$ cat config.mk
export PLATFORM = sky130hd
export DESIGN_NAME = bcd_updown_counter
export DESIGN_NICKNAME = d
export VERILOG_FILES = /design/src/rtl/bcd_updown_counter.sv
export SDC_FILE = /design/constraint.sdc
export NUM_CORES = 1
export LEC_CHECK = 0
export ABC_AREA = 1
export CELL_PAD_IN_SITES_DETAIL_PLACEMENT = 2
export CELL_PAD_IN_SITES_GLOBAL_PLACEMENT = 2
export CORE_MARGIN = 10
export CORE_UTILIZATION = 25
export CTS_BUF_LIST = sky130_fd_sc_hd__clkbuf_4 sky130_fd_sc_hd__clkbuf_8
export DETAILED_ROUTE_END_ITERATION = 10
export PLACE_DENSITY = 0.79
export SYNTH_ARGS = -nofsm -noshare
export SYNTH_HDL_FRONTEND = slang
export SYNTH_SLANG_ARGS = --single-unit
$ cat constraint.sdc
create_clock -name CE -period 1.12 [get_ports CE]
set_clock_uncertainty 0.1 [all_clocks]
set_input_delay 0.224 -clock CE [delete_from_list [all_inputs] [get_ports CE]]
set_output_delay 0.224 -clock CE [all_outputs]
set_load 0.005 [all_outputs]
$ cat src/rtl/bcd_updown_counter.sv
// Three-digit BCD up/down counter (000-999) with wrap-around in both directions.
// Each digit is a mod-10 up/down cell; carry/borrow ripples combinationally.
module bcd_updown_counter (
    input  logic       CE,
    input  logic       RESET,
    input  logic       REVERSE,
    output logic [3:0] CNT1,
    output logic [3:0] CNT2,
    output logic [3:0] CNT3
);

    logic [3:0] cnt1_r, cnt2_r, cnt3_r;
    logic [3:0] nxt1_s, nxt2_s, nxt3_s;
    logic       c1_s, c2_s, c3_s;

    // Mod-10 cell: returns {carry/borrow out, next digit}. Non-BCD contents reload 0.
    function automatic logic [4:0] digit_step(input logic [3:0] d,
                                              input logic       rev,
                                              input logic       cin);
        logic [4:0] r;
        if (d > 4'd9) begin
            r = {1'b0, 4'd0};
        end else if (!cin) begin
            r = {1'b0, d};
        end else if (!rev) begin
            if (d == 4'd9) r = {1'b1, 4'd0};
            else           r = {1'b0, d + 4'd1};
        end else begin
            if (d == 4'd0) r = {1'b1, 4'd9};
            else           r = {1'b0, d - 4'd1};
        end
        return r;
    endfunction

    // Chain of three cells; the units cell always steps.
    always_comb begin
        {c1_s, nxt1_s} = digit_step(cnt1_r, REVERSE, 1'b1);
        {c2_s, nxt2_s} = digit_step(cnt2_r, REVERSE, c1_s);
        {c3_s, nxt3_s} = digit_step(cnt3_r, REVERSE, c2_s);
    end

    // Digit registers; reset has priority over counting.
    always_ff @(posedge CE) begin
        if (RESET) begin
            cnt1_r <= 4'd0;
            cnt2_r <= 4'd0;
            cnt3_r <= 4'd0;
        end else begin
            cnt1_r <= nxt1_s;
            cnt2_r <= nxt2_s;
            cnt3_r <= nxt3_s;
        end
    end

    assign CNT1 = cnt1_r;
    assign CNT2 = cnt2_r;
    assign CNT3 = cnt3_r;

endmodule

======== Word level (Yosys, flattened, before mapping) ========
Index checks and enable logic that the tools add are counted.
operators by class
  order comparisons ....................... 3
  equality and inequality tests ........... 3
  add/sub/neg operators ................... 6
  reductions and logical operators ........ 6
  multiplexer cells ....................... 12
operators by type and width
  cell                                               number
  two-way mux 5 bit                                  9
  adder 4 x 1 -> 4 bit (second input constant)       3
  == test 4 bit (second input constant)              3
  > comparator 4 bit (second input constant)         3
  zero test 4 bit                                    3
  two-way mux 4 bit                                  3
  subtractor 4 x 1 -> 4 bit (second input constant)  3
  OR reduction 2 bit                                 3
word-level totals
  word-level logic and storage cells ...... 33
  input bits .............................. 3
  register bits after elaboration ......... 12
  output and inout port bits .............. 12

======== Logic depth before layout (Yosys ltp) ========
  word-level depth ........................ 6
  depth in mapped cells ................... 10
  mapped depth without buffers ............ 9

======== Least setup slack after synthesis ========
OpenSTA, ideal clock, no wires.
  kind .................................... flip-flop to flip-flop
  from .................................... register cnt1_r[0], in the netlist CNT1[0]
  to ...................................... register cnt3_r[3], in the netlist CNT3[3]
  arrival time ............................ 1,048 ps
  cell stages (with the launch flop) ...... 10
  library setup time ...................... 113 ps
  period minus slack after synthesis ...... 1,260 ps
  buffers on the path ..................... 0
  data required time ...................... 907 ps
  slack ................................... -140 ps
  cell sequence ........................... dfxtp_1 -> inv_1 -> nor2_2 -> nand2_1 -> nand2_2 -> nand2_4 -> nor2_8 -> inv_2 -> nor2_1 -> nor2_1
on the way
  longest elaborated chain between the ends .. 6
  elaborated cells between the ends (all ways) .. 9
  those cells by class .................... order compare: 1; eq/ne: 1; mux: 6; reduce/logical: 1
ends and longest elaborated chain
  item                                              RTL line  RTL
  start: declaration                                12        logic [3:0] cnt1_r, cnt2_r, cnt3_r;
  start signal: assignment                          49        cnt1_r <= nxt1_s;
  == test 4 bit or zero test 4 bit (tied branches)  26, 29
  two-way mux 5 bit (on tied branches)              26, 29
  two-way mux 5 bit                                 25        end else if (!rev) begin
  two-way mux 5 bit (*)                             21        if (d > 4'd9) begin
  two-way mux 5 bit (*)                             23        end else if (!cin) begin
  two-way mux 5 bit (*)                             21
  end signal: assignment                            51        cnt3_r <= nxt3_s;
  end: declaration                                  12
Mark *: on every way between the ends. The rest lies on a longest branch, timed or not.
A chain may end at the register's enable or synchronous reset.

======== Final worst setup path ========
  from .................................... register cnt1_r[3], in the netlist CNT1[3]
  to ...................................... register cnt3_r[3], in the netlist CNT3[3]
The elaborated chain is that of the path after synthesis.

==> run metrics <==
initial antenna violation count=0; Critical Path Sink Type=flip-flop; largest net degree at the start of global routing=9; Peak Freq=664 MHz; post-DP HPWL=~3 mm; grt met1 use=0.161; clk slew on worst S/H paths=60 ps; CTS Buf Count=3; die area=between 6000 and 7000 um^2; Area contributors post-synth=dfxtp_1, nand2_1, nor2_1; Nets=215; # DRC=0; clk root buf=clkbuf_8; area leader, netlist=dfxtp_1; Non-Filler Instances=257; met2 Use GR=0.322; Crit-path slowest cell=dfxtp_4; First-pass DRT Iterations=4; max-slew violation count=0; Top Family by Delay on Critical Path=simple AND/OR/NAND/NOR gates; Pwr Total=2.59 mW; critical path type=reg2reg; Total GRT Usage=0.161; CTS H-tree lvls=1; CTS Buffer Depth=2; port bufs=14; vias=~1300; GR peak layer=met2; outcome=complete, but fails checks; Die Y=80.4 um; Wirelength per Cell=between 20 and 25 um; Synth Register Bits=12; area of the multi-input gates=between 800 and 900 um^2; clk_lat worst skew=~250 ps; number of setup violations in the final report=17; CTS tree=yes; most common cell after layout, fill and taps aside=nand2_1; max_cap viols=0; placed insts=237; final worst slack=-385 ps; Synth Net Count=roughly 160; Post-Synthesis Cells=155; CP max FO=7; failing checks=negative setup slack; hold_buf cts=0; routability congestion estimate=0.823; Synth Warn #=0; total grt overflow=0; met3 Use GR=0.0434; post-synthesis sequential area ratio=0.263; Worst VDD drop=0.000877 V; critical path, cell by cell=inv_2 > nor2_4 > nand2_2 > nand2_2 > nand2_4 > nor2_8 > inv_2 > nor2_2 > nor2_1; antenna viol nets, final=0; Worst EP arrival=1540 ps; first-pass GRT wire length=about 8 mm; ant diodes=0; Core Rows=21; Worst setup SP type=flip-flop; die span in x=80.4 um; Largest stage delay, worst path=~370 ps; initial core utilization=0.265; Post-Route WL=5.79 mm; Reg area=~280 um^2; Slew @ Worst Pin=about 320 ps; vias in the first global route=1483; # IOs=15; Hold Fails Final Rpt=0; 1st-iter DRT viols=between 50 and 60; CP required=roughly 1200 ps; clock sink count=12; Syn Area/Cell=5.89 um^2; minimum clock period=around 1500 ps; commonest non-fill, non-tap cells in the layout=nand2_1, buf_4, buf_6, nand2_2, nor2_1; final period utilization=1.34; Hold WC Path Type=in2reg; pwr dens=1470 nW/um^2; RSZ-0062 raised after global routing=true; Static Leak=roughly 0.85 nW; share of cells above drive strength 1=0.640; Unique masters post-synth=22; fill count=around 380; Area Overhead vs Synth=92.6%; core area=3440 um^2; buffers and inverters on the worst path=2; Slew headroom=0.790; synthesized area=913 um^2; vias per cell=5.05; Final TNS setup=-3150 ps; share of the synthesized area in the top cell type=0.263
-- what timing repair did --
action                                  in CTS  in global routing
gates resized for setup                    105                 46
pin swaps                                   18                 19
endpoints found under the setup margin      24                 20
buffers inserted                            14                  6
-- path summary, 6_finish.rpt --
kind	endpoint	slack, ps	from	cells past startpoint
setup / recovery	CNT3[3]	-390	CNT1[3]	9
hold / removal	CNT1[2]	480	REVERSE	4
setup reg to reg	CNT3[3]	-390	CNT1[3]	9
hold reg to reg	CNT1[0]	520	CNT1[0]	2
-- synth_stat cells --
master	n
a21boi_1	1
a21oi_1	5
a21oi_2	1
buf_2	2
dfxtp_1	12
inv_1	12
inv_2	7
nand2_1	45
nand2_2	3
nand2_4	3
nand3_1	13
nand4_1	4
nor2_1	25
nor2_2	6
nor2_4	1
nor2_8	1
nor3_1	2
nor3b_1	1
o21ai_0	4
o21ai_1	5
o21bai_1	1
o22ai_1	1
-- worst reg2reg max path, delay by kind of cell (launching register included) --
family / cells / cell delay (ps)
DFF: 1 / 370
buffers and inverters: 2 / 120
and+or+nand+nor: 7 / 810
-- logic make-up (layout without fill, tap and decap cells) --
logic type,Yosys count,after routing,share of synthesized area
AOI/OAI and AO/OA,18,18,0.110
buffers and inverters,21,77,0.0890
and+or+nand+nor,104,104,0.538
DFF,12,12,0.263
-- where the power goes --
part / switching (mW) / internal [mW]
Sequential: 0.127 / 0.505
Combinational: 0.804 / 0.633
Clock: 0.204 / 0.312
Total: 1.14 / 1.45
-- metrics by stage --
stage          setup slack (ps)   util  hold slack (ps)  area (um^2)
2_1_floorplan             -82.0      -              286          926
3_3_place_gp               -445  0.376              353         1290
3_5_place_dp               -570  0.376              356         1290
4_1_cts                    -196  0.454              481         1560
5_1_grt                    -444  0.511              502         1760
6_report                   -385  0.511              480         1760
-- per-layer routing --
layer	wire, um	vias to the layer above
li1	-	605
met1	2190	655
met2	3290	28
met3	231	10
met4	76	0
met5	0	-
-- area by class of cell --
class,count,area share
multi-input cells,122,0.461
inverters,19,0.0462
repair buffers,54,0.270
flip-flops and latches,12,0.159
well taps,46,0.0327
clock buffers,4,0.0313
-- flip-flops by register name, indices dropped and copies added (netlist names) --
name and count:
CNT2 4, CNT1 4, CNT3 4
(Power assumes the default switching activity.)
